--- config.mk ---
export PLATFORM = sky130hd
export DESIGN_NAME = writeback_queue
export DESIGN_NICKNAME = d
export VERILOG_FILES = /design/src/rtl/wb_pkg.sv /design/src/rtl/wb_fifo.sv /design/src/rtl/writeback_queue.sv
export SDC_FILE = /design/constraint.sdc
export NUM_CORES = 1
export LEC_CHECK = 0
export CAP_MARGIN = 20
export CORE_ASPECT_RATIO = 1.2
export CORE_UTILIZATION = 50
export CTS_BUF_LIST = sky130_fd_sc_hd__clkbuf_4 sky130_fd_sc_hd__clkbuf_8
export CTS_CLUSTER_DIAMETER = 60
export DETAILED_ROUTE_END_ITERATION = 7
export GPL_TIMING_DRIVEN = 1
export MAX_ROUTING_LAYER = met4
export PLACE_DENSITY = 0.8
export SLEW_MARGIN = 20
export SYNTH_ARGS = -nofsm -noshare
export SYNTH_HDL_FRONTEND = slang
export SYNTH_HIERARCHICAL = 1
export SYNTH_SLANG_ARGS = --single-unit
--- constraint.sdc ---
create_clock -name clk -period 4.6 [get_ports clk]
set_input_delay 0.46 -clock clk [delete_from_list [all_inputs] [get_ports clk]]
set_output_delay 0.46 -clock clk [all_outputs]
set_load 0.01 [all_outputs]
--- src/rtl/wb_pkg.sv ---
// Shared types and constants for the register-file write-back queue.
package wb_pkg;
    localparam int ADDR_W = 5;
    localparam int DATA_W = 32;
    localparam logic [ADDR_W-1:0] REG_ZERO = '0;

    typedef struct packed {
        logic [ADDR_W-1:0] wreg;
        logic [DATA_W-1:0] data;
    } wb_entry_t;
endpackage

--- src/rtl/wb_fifo.sv ---
// In-order circular buffer of write-back entries: up to two pushes and one pop per cycle.
module wb_fifo
    import wb_pkg::*;
#(
    parameter int DEPTH = 4
) (
    input  logic                       clk,
    input  logic                       rst,
    input  logic                       push_a,
    input  wb_entry_t                  din_a,
    input  logic                       push_b,
    input  wb_entry_t                  din_b,
    input  logic                       pop,
    output logic [$clog2(DEPTH):0]     count,
    output wb_entry_t                  head_entry,
    output wb_entry_t [DEPTH-1:0]      entries,
    output logic [DEPTH-1:0]           entry_vld
);
    localparam int PW = $clog2(DEPTH);
    localparam int CW = PW + 1;

    logic [PW-1:0] head, tail, tail_b, off;
    logic          do_pop;

    assign do_pop     = pop && (count != '0);
    // When both push, din_b lands one slot behind din_a so order is preserved
    assign tail_b     = push_a ? tail + PW'(1) : tail;
    assign head_entry = entries[head];

    always_ff @(posedge clk) begin
        if (rst) begin
            head  <= '0;
            tail  <= '0;
            count <= '0;
        end else begin
            if (push_a) entries[tail]   <= din_a;
            if (push_b) entries[tail_b] <= din_b;
            tail  <= tail + PW'(push_a) + PW'(push_b);
            if (do_pop) head <= head + PW'(1);
            count <= count + CW'(push_a) + CW'(push_b) - CW'(do_pop);
        end
    end

    // Slot i holds live data when its distance from head is below the occupancy
    always_comb begin
        off       = '0;
        entry_vld = '0;
        for (int i = 0; i < DEPTH; i++) begin
            off          = PW'(i) - head;
            entry_vld[i] = ({1'b0, off} < count);
        end
    end
endmodule

--- src/rtl/writeback_queue.sv ---
// Write-back stage: arbitrates load/ALU results into an in-order queue and
// retires one register-file write per cycle, publishing a pending-register mask.
module writeback_queue #(
    parameter int DEPTH  = 4,
    parameter int DATA_W = wb_pkg::DATA_W,
    parameter int ADDR_W = wb_pkg::ADDR_W
) (
    input  logic                    clk,
    input  logic                    rst,
    input  logic                    mem_valid,
    output logic                    mem_ready,
    input  logic [ADDR_W-1:0]       mem_reg,
    input  logic [DATA_W-1:0]       mem_data,
    input  logic                    alu_valid,
    output logic                    alu_ready,
    input  logic [ADDR_W-1:0]       alu_reg,
    input  logic [DATA_W-1:0]       alu_data,
    output logic                    regWrite,
    output logic [ADDR_W-1:0]       writeReg,
    output logic [DATA_W-1:0]       writeData,
    output logic [31:0]             pending,
    output logic [$clog2(DEPTH):0]  count
);
    import wb_pkg::*;

    localparam int CW = $clog2(DEPTH) + 1;

    logic [CW-1:0]         free;
    logic                  mem_push, alu_push, push_a, push_b, pop;
    wb_entry_t             mem_e, alu_e, din_a, head_e;
    wb_entry_t [DEPTH-1:0] entries;
    logic [DEPTH-1:0]      entry_vld;

    // Free space ignores the same-cycle pop; conservative but keeps ready off the pop path
    assign free      = CW'(DEPTH) - count;
    assign mem_ready = (free != '0);
    assign alu_ready = (free >= CW'(2)) || ((free != '0) && !mem_valid);

    // r0 writes complete the handshake but are dropped here
    assign mem_push = mem_valid && mem_ready && (mem_reg != REG_ZERO);
    assign alu_push = alu_valid && alu_ready && (alu_reg != REG_ZERO);

    assign mem_e = wb_entry_t'{wreg: mem_reg, data: mem_data};
    assign alu_e = wb_entry_t'{wreg: alu_reg, data: alu_data};

    // Compact so the older (mem) write always takes the first slot
    assign push_a = mem_push || alu_push;
    assign din_a  = mem_push ? mem_e : alu_e;
    assign push_b = mem_push && alu_push;

    assign pop = (count != '0);

    wb_fifo #(.DEPTH(DEPTH)) u_fifo (
        .clk        (clk),
        .rst        (rst),
        .push_a     (push_a),
        .din_a      (din_a),
        .push_b     (push_b),
        .din_b      (alu_e),
        .pop        (pop),
        .count      (count),
        .head_entry (head_e),
        .entries    (entries),
        .entry_vld  (entry_vld)
    );

    assign regWrite  = pop;
    assign writeReg  = pop ? head_e.wreg : '0;
    assign writeData = pop ? head_e.data : '0;

    always_comb begin
        pending = '0;
        for (int i = 0; i < DEPTH; i++)
            if (entry_vld[i]) pending[entries[i].wreg] = 1'b1;
        pending[0] = 1'b0;
    end
endmodule

==> results.py, run 1 <==
metrics = {
    "cells_and_area": {
        "final_util": 0.608,
        "diodes": 0,
        "fin_nets": 1068,
        "final_cell_area_um2": 13600,
        "fillerInstances": 1746,
        "finalNonFillerCells": 1266,
        "syn_to_final_growth_pct": 19.5,
        "drive_above_1_share": 0.440,
    },
    "global_routing": {
        "overflow": 0,
        "grt_max_degree": 102,
        "grt_antenna_before_repair": 0,
        "first_global_vias": 8051,
        "grt_pass1_wl_um": 45500,
        "track_usage": 0.259,
    },
    "sta": {
        "finalClockSkew_ns": 0.0132,
        "worstMarginPinSlew_ns": 0.979,
        "setup_tns_ns": 0,
        "slew_viol_final": 0,
        "setup_viol": 0,
        "clock.fmax_mhz": 239,
        "hold_viol_final": 0,
        "period_minus_slack_ns": 4.18,
        "fin_crit_sh": 0.908,
        "rsz0062_at_grt": "false",
        "relSlewSlack": 0.347,
    },
    "power": {
        "p_sw_frac": 0.342,
        "clockPowerShare": 0.146,
        "irDropWorstVdd_mv": 0.314,
        "combPwrFrac": 0.539,
        "internal-power_uw": 5330,
        "leakagePower_uw": 0.00472,
        "cellPowerDensity_nw_per_um2": 594,
        "seq_power_share": 0.314,
        "p_sw_uw": 2770,
    },
    "outcome": {
        "outcome": "completed",
    },
    "place": {
        "placed_cells": 1234,
        "dpl_cell_area_um2": 13200,
        "port_buffers": 151,
        "place_congestion": 0.916,
        "dp_hpwl_um": 19400,
    },
    "logic_synthesis": {
        "synth_xor_area_frac": 0.00460,
        "yosys.area.top_type_share": 0.389,
        "synth_top_family_by_area": "multiplexers",
        "syn_avg_cell_area_um2": 13.7,
        "synthMuxAreaShare": 0.402,
        "postSynthNetCount": 927,
        "synth_top_flop_cell": "edfxtp_1",
        "netlist_area_um2": 11400,
        "yosys.area_share.simple": 0.0756,
        "ys_ff_latch": 155,
        "synth_common_cells": "mux2_2 (318), edfxtp_1 (148), nor2b_1 (55), mux4_2 (37), o221ai_1 (23)",
        "synth_area_leaders": "edfxtp_1 (39%), mux2_2 (31%), mux4_2 (7.3%)",
        "synthAdderAreaFrac": 0.0195,
        "ys_seq_area_frac": 0.401,
        "synth_cells": 833,
        "synth-edff-count": 148,
        "yosysMostFrequentCell": "mux2_2",
        "async_reset_ff_frac": 0,
        "synth_compound_area_frac": 0.0597,
        "synth_top_area_cell": "edfxtp_1",
        "ys_types": 52,
        "yosys_warnings": 6,
    },
    "critical_path": {
        "crit_arrival_ns": 3.72,
        "crit_chain": "inv_1, ha_1, a21oi_1, o21bai_1, nor4bb_1, a22oi_1, o221ai_1, clkdlybuf4s50_1",
        "crit_fanout": 19,
        "slowest_delay_ns": 0.75,
        "critPathSlowestCell": "dfxtp_2",
        "start_kind": "flip-flop",
        "cp.required_ns": 4.14,
        "path_delay_family": "compound AO/OA/AOI/OAI gates",
        "end_kind": "output pin",
        "critPathKind": "reg -> out",
        "critical_path_buf_inv_count": 2,
    },
    "worst_hold_path": {
        "min_path_type": "reg -> reg",
    },
    "floorplanning": {
        "core_um2": 22400,
        "die_x_um": 140,
        "start_util": 0.509,
        "rows": 60,
        "die_h_um": 168,
        "die_area_um2": 23500,
        "io_pins": 153,
    },
    "cts": {
        "worstSkewPairLatency_ns": 0.45,
        "path_clk_slew_ns": 0.09,
        "cts-root-buf": "clkbuf_8",
        "cts_tree": "done",
        "post_cts_resize_count": 0,
        "clockBufferDepth": 2,
        "cts_setup_buffers": 0,
        "htree_num_levels": 4,
        "cts_buffers": 17,
        "ctsHoldBuffers": 0,
        "cts_sinks": 155,
    },
    "run": {
        "cap_violations": 0,
    },
    "drt": {
        "antenna_left": 0,
        "avgRoutedWirePerCell_um": 22.9,
        "vias_per_cell": 6.27,
        "dr.pass1.iters": 5,
        "drcViolationCount": 0,
        "drt_iter0_drc": 488,
        "num_vias": 7936,
        "totalWireLength_um": 29000,
    },
}
==> stage by stage <==
stage | power (uW) | setup slack (ns) | hold slack (ns)
3_3_place_gp | 6820 | 0.886 | 0.593
3_5_place_dp | 6930 | 0.847 | 0.600
5_1_grt | 8540 | 0.106 | 0.662
6_report | 8110 | 0.422 | 0.617
4_1_cts | 8120 | 0.502 | 0.614
2_1_floorplan | 5490 | 0.784 | 0.527
==> worst min-delay path, delay by kind of cell, from the launching register on <==
family | cells | cell delay, ns
simple gates | 1 | 0.05
xor+xnor | 1 | 0.15
flops | 1 | 0.39
==> flip-flops by register name, indices dropped and copies added (netlist names) <==
register and count:
u_fifo/head 2, u_fifo/tail 2, u_fifo/count 3, u_fifo/entries 148
==> cell families (layout without fill, tap and decap cells) <==
logic type	after synthesis	after routing
compound gates	77	77
simple gates	137	137
other cells	1	1
buf+inv	72	226
xor+xnor	6	6
fa+ha+maj	16	16
flops	155	155
mux	369	369
==> layer usage <==
metal / part of all wire / up-vias / track usage
li1: - / 3597 / -
met1: 0.41 / 3992 / 0.311
met2: 0.52 / 299 / 0.443
met3: 0.052 / 48 / 0.0395
met4: 0.022 / 0 / 0.0889
met5: 0 / - / -
==> placed cells by master, fill, tap and decap left out, drive strengths merged, types with 8 or more instances in the layout <==
cell type      synthesis  routed
a221o                  8       8
clkdlybuf4s50          0     151
mux4                  37      37
inv                   20      22
o221ai                23      23
edfxtp               148     148
nand2                 16      16
clkbuf                14      18
ha                    13      13
a22oi                 21      21
nor2                  14      14
buf                   38      23
mux2                 332     332
nor2b                 57      57
==> power groups by stage <==
stage               Sequential, uW  Clock, uW  Combinational, uW
floorplan                     2390          0               3090
detailed placement            2570          0               4360
global placement              2550          0               4270
finish                        2550       1190               4370
global route                  2610       1250               4680
CTS                           2540       1210               4380
==> worst paths after layout <==
path	startpoint	to	slack [ns]	cells after the start
worst min register to register	u_fifo/tail[1]$_SDFF_PP0_	u_fifo/tail[1]$_SDFF_PP0_	0.62	2
worst min-delay path	u_fifo/tail[1]$_SDFF_PP0_	u_fifo/tail[1]$_SDFF_PP0_	0.62	2
worst max register to register	u_fifo/count[1]$_SDFF_PP0_	u_fifo/entries[10]$_DFFE_PN_	0.94	10
worst max-delay path	u_fifo/head[1]$_SDFFE_PP0P_	pending[9]	0.42	8
==> area by class of cell <==
type,instances,area [um^2],share of cell area
well taps,279,349,0.0256
flip-flops and latches,155,4590,0.336
repair buffers,174,1750,0.128
inverters,20,80.1,0.00587
clock inverters,14,218,0.0160
clock buffers,18,241,0.0177
multi-input cells,606,6420,0.471
No activity file was read; power rests on OpenSTA's default activity.
==> run 2: changes to the inputs <==
--- a/config.mk
+++ b/config.mk
@@ -7,13 +7,14 @@
 export LEC_CHECK = 0
 export CAP_MARGIN = 20
 export CORE_ASPECT_RATIO = 1.2
-export CORE_UTILIZATION = 50
+export CORE_UTILIZATION = 47
 export CTS_BUF_LIST = sky130_fd_sc_hd__clkbuf_4 sky130_fd_sc_hd__clkbuf_8
 export CTS_CLUSTER_DIAMETER = 60
 export DETAILED_ROUTE_END_ITERATION = 7
 export GPL_TIMING_DRIVEN = 1
 export MAX_ROUTING_LAYER = met4
-export PLACE_DENSITY = 0.8
+export PLACE_DENSITY = 0.76
+export SETUP_SLACK_MARGIN = 0.3
 export SLEW_MARGIN = 20
 export SYNTH_ARGS = -nofsm -noshare
 export SYNTH_HDL_FRONTEND = slang
==> run 2 against run 1 <==
Effect of this change: clock skew shrank 0.00059 ns; worst hold slack gained 0.0079 ns; via count decreased by 2.0%; critical path type unchanged; highest routed layer unchanged.
==> results.py, run 2 (synthesis gave the netlist of run 1 again) <==
metrics = {
    "outcome": {
        "outcome": "completed",
    },
    "drt": {
        "vias_per_cell": 5.96,
        "dr.pass1.iters": 6,
        "drcViolationCount": 0,
        "num_vias": 7775,
        "drt_iter0_drc": 424,
        "totalWireLength_um": 28700,
        "antenna_left": 0,
        "avgRoutedWirePerCell_um": 22.0,
    },
    "sta": {
        "setup_ws_ns": 0.586,
        "finalClockSkew_ns": 0.0126,
        "setup_viol": 0,
        "fin_crit_sh": 0.873,
        "worstMarginPinSlew_ns": 0.824,
        "rsz0062_at_grt": "false",
        "period_minus_slack_ns": 4.01,
        "clock.fmax_mhz": 249,
        "slew_viol_final": 0,
        "holdWs_ns": 0.625,
        "hold_viol_final": 0,
        "relSlewSlack": 0.443,
        "setup_tns_ns": 0,
    },
    "floorplanning": {
        "die_x_um": 144,
        "rows": 62,
        "start_util": 0.478,
        "die_h_um": 173,
        "die_area_um2": 24900,
        "io_pins": 153,
        "core_um2": 23900,
    },
    "critical_path": {
        "crit_arrival_ns": 3.55,
        "r2r_setup_slack_ns": 0.72,
        "crit_chain": "inv_1, ha_1, a21oi_1, o21bai_1, nor4bb_1, a22oi_1, o221ai_1, clkdlybuf4s50_1",
        "slowest_delay_ns": 0.66,
        "crit_fanout": 16,
        "timing.rr.start": "u_fifo/count[0]$_SDFF_PP0_",
        "cp.required_ns": 4.14,
        "r2r_cells": 10,
        "endpoint": "pending[8]",
        "end_kind": "output pin",
        "critPathKind": "reg -> out",
        "start_kind": "flip-flop",
        "critPathSlowestCell": "dfxtp_2",
        "startpoint": "u_fifo/head[1]$_SDFFE_PP0P_",
        "r2r_end": "u_fifo/entries[10]$_DFFE_PN_",
    },
    "cells_and_area": {
        "top_regs": "u_fifo/entries (148), u_fifo/count (3)",
        "regMostFlops": "u_fifo/entries",
        "layout_commonest_cell": "mux2_2",
        "largest_reg_flops": 148,
        "drive_above_1_share": 0.437,
        "fin_nets": 1065,
        "syn_to_final_growth_pct": 19.5,
        "layout_common_cells": "mux2_2 (318), clkdlybuf4s50_1 (151), edfxtp_1 (148), nor2b_1 (55), mux4_2 (37)",
    },
    "power": {
        "combPwrFrac": 0.551,
        "internal-power_uw": 5180,
        "cellPowerDensity_nw_per_um2": 584,
        "seq_power_share": 0.319,
        "leakagePower_uw": 0.00468,
        "p_sw_uw": 2780,
        "clockPowerShare": 0.130,
        "p_sw_frac": 0.349,
        "irDropWorstVdd_mv": 0.250,
    },
    "cts": {
        "clockBufferDepth": 2,
        "path_clk_slew_ns": 0.09,
        "ctsHoldBuffers": 0,
        "post_cts_resize_count": 0,
        "cts_buffers": 17,
        "cts-root-buf": "clkbuf_8",
        "cts_tree": "done",
        "cts_setup_buffers": 0,
        "worstSkewPairLatency_ns": 0.44,
        "htree_num_levels": 4,
        "cts_sinks": 155,
    },
    "global_routing": {
        "first_global_vias": 8184,
        "grt_max_degree": 68,
        "track_usage": 0.246,
        "grt_pass1_wl_um": 45300,
        "grt_antenna_before_repair": 1,
        "overflow": 0,
    },
    "place": {
        "pre_cts_ws_ns": 0.725,
        "dp_hpwl_um": 19300,
        "port_buffers": 151,
        "place_congestion": 0.956,
    },
    "run": {
        "cap_violations": 0,
    },
    "worst_hold_path": {
        "min_path_type": "reg -> reg",
    },
}
run 2: worst min-delay path by stage:
stage	startpoint	to	cells past startpoint
floorplan	rst	u_fifo/tail[0]$_SDFF_PP0_	1
global placement	u_fifo/tail[1]$_SDFF_PP0_	u_fifo/tail[1]$_SDFF_PP0_	2
detailed placement	u_fifo/tail[1]$_SDFF_PP0_	u_fifo/tail[1]$_SDFF_PP0_	2
CTS	u_fifo/tail[1]$_SDFF_PP0_	u_fifo/tail[1]$_SDFF_PP0_	2
global route	u_fifo/tail[1]$_SDFF_PP0_	u_fifo/tail[1]$_SDFF_PP0_	2
finish	u_fifo/tail[1]$_SDFF_PP0_	u_fifo/tail[1]$_SDFF_PP0_	2
run 2: layer usage:
layer,up-vias,part of all wire,routed length [um],track usage
met3,42,0.052,1490,0.0327
li1,3606,-,-,-
met4,0,0.020,561,0.0803
met5,-,0,0,-
met1,3843,0.42,12100,0.306
met2,284,0.51,14600,0.409
run 2: final cells by class:
class / count / area, um^2
Multi-Input combinational cell: 606 / 6420
Clock inverter: 15 / 164
Inverter: 20 / 77.6
Fill cell: 2015 / 10200
Sequential cell: 155 / 4590
Timing Repair Buffer: 171 / 1760
Clock buffer: 17 / 234
Antenna cell: 1 / 2.50
Tap cell: 320 / 400
run 2: power by group through the flow:
stage                     clock (uW)  combinational, uW  sequential (uW)
after CTS                       1070               4390             2530
after floorplan                    0               3090             2390
after detailed placement           0               4370             2570
after global routing            1110               4720             2600
final                           1040               4390             2540
after global placement             0               4300             2550
run 2: worst max-delay path: cells and delay by family (launching register included):
family / cells / cell delay, ns
adder cells (fa/ha/maj): 1 / 0.32
AO/OA/AOI/OAI: 4 / 0.77
AND/OR/NAND/NOR: 1 / 0.64
buffers and inverters: 2 / 0.72
flip-flops: 1 / 0.66
run 2: stage by stage:
step	power, uW	utilization	instances	instance area (um^2)
3_5_place_dp	6940	0.554	1272	13200
4_1_cts	7990	0.571	1304	13600
5_1_grt	8420	0.571	1305	13600
2_1_floorplan	5490	-	833	11400
3_3_place_gp	6850	0.554	1272	13200
6_report	7960	0.571	1305	13600
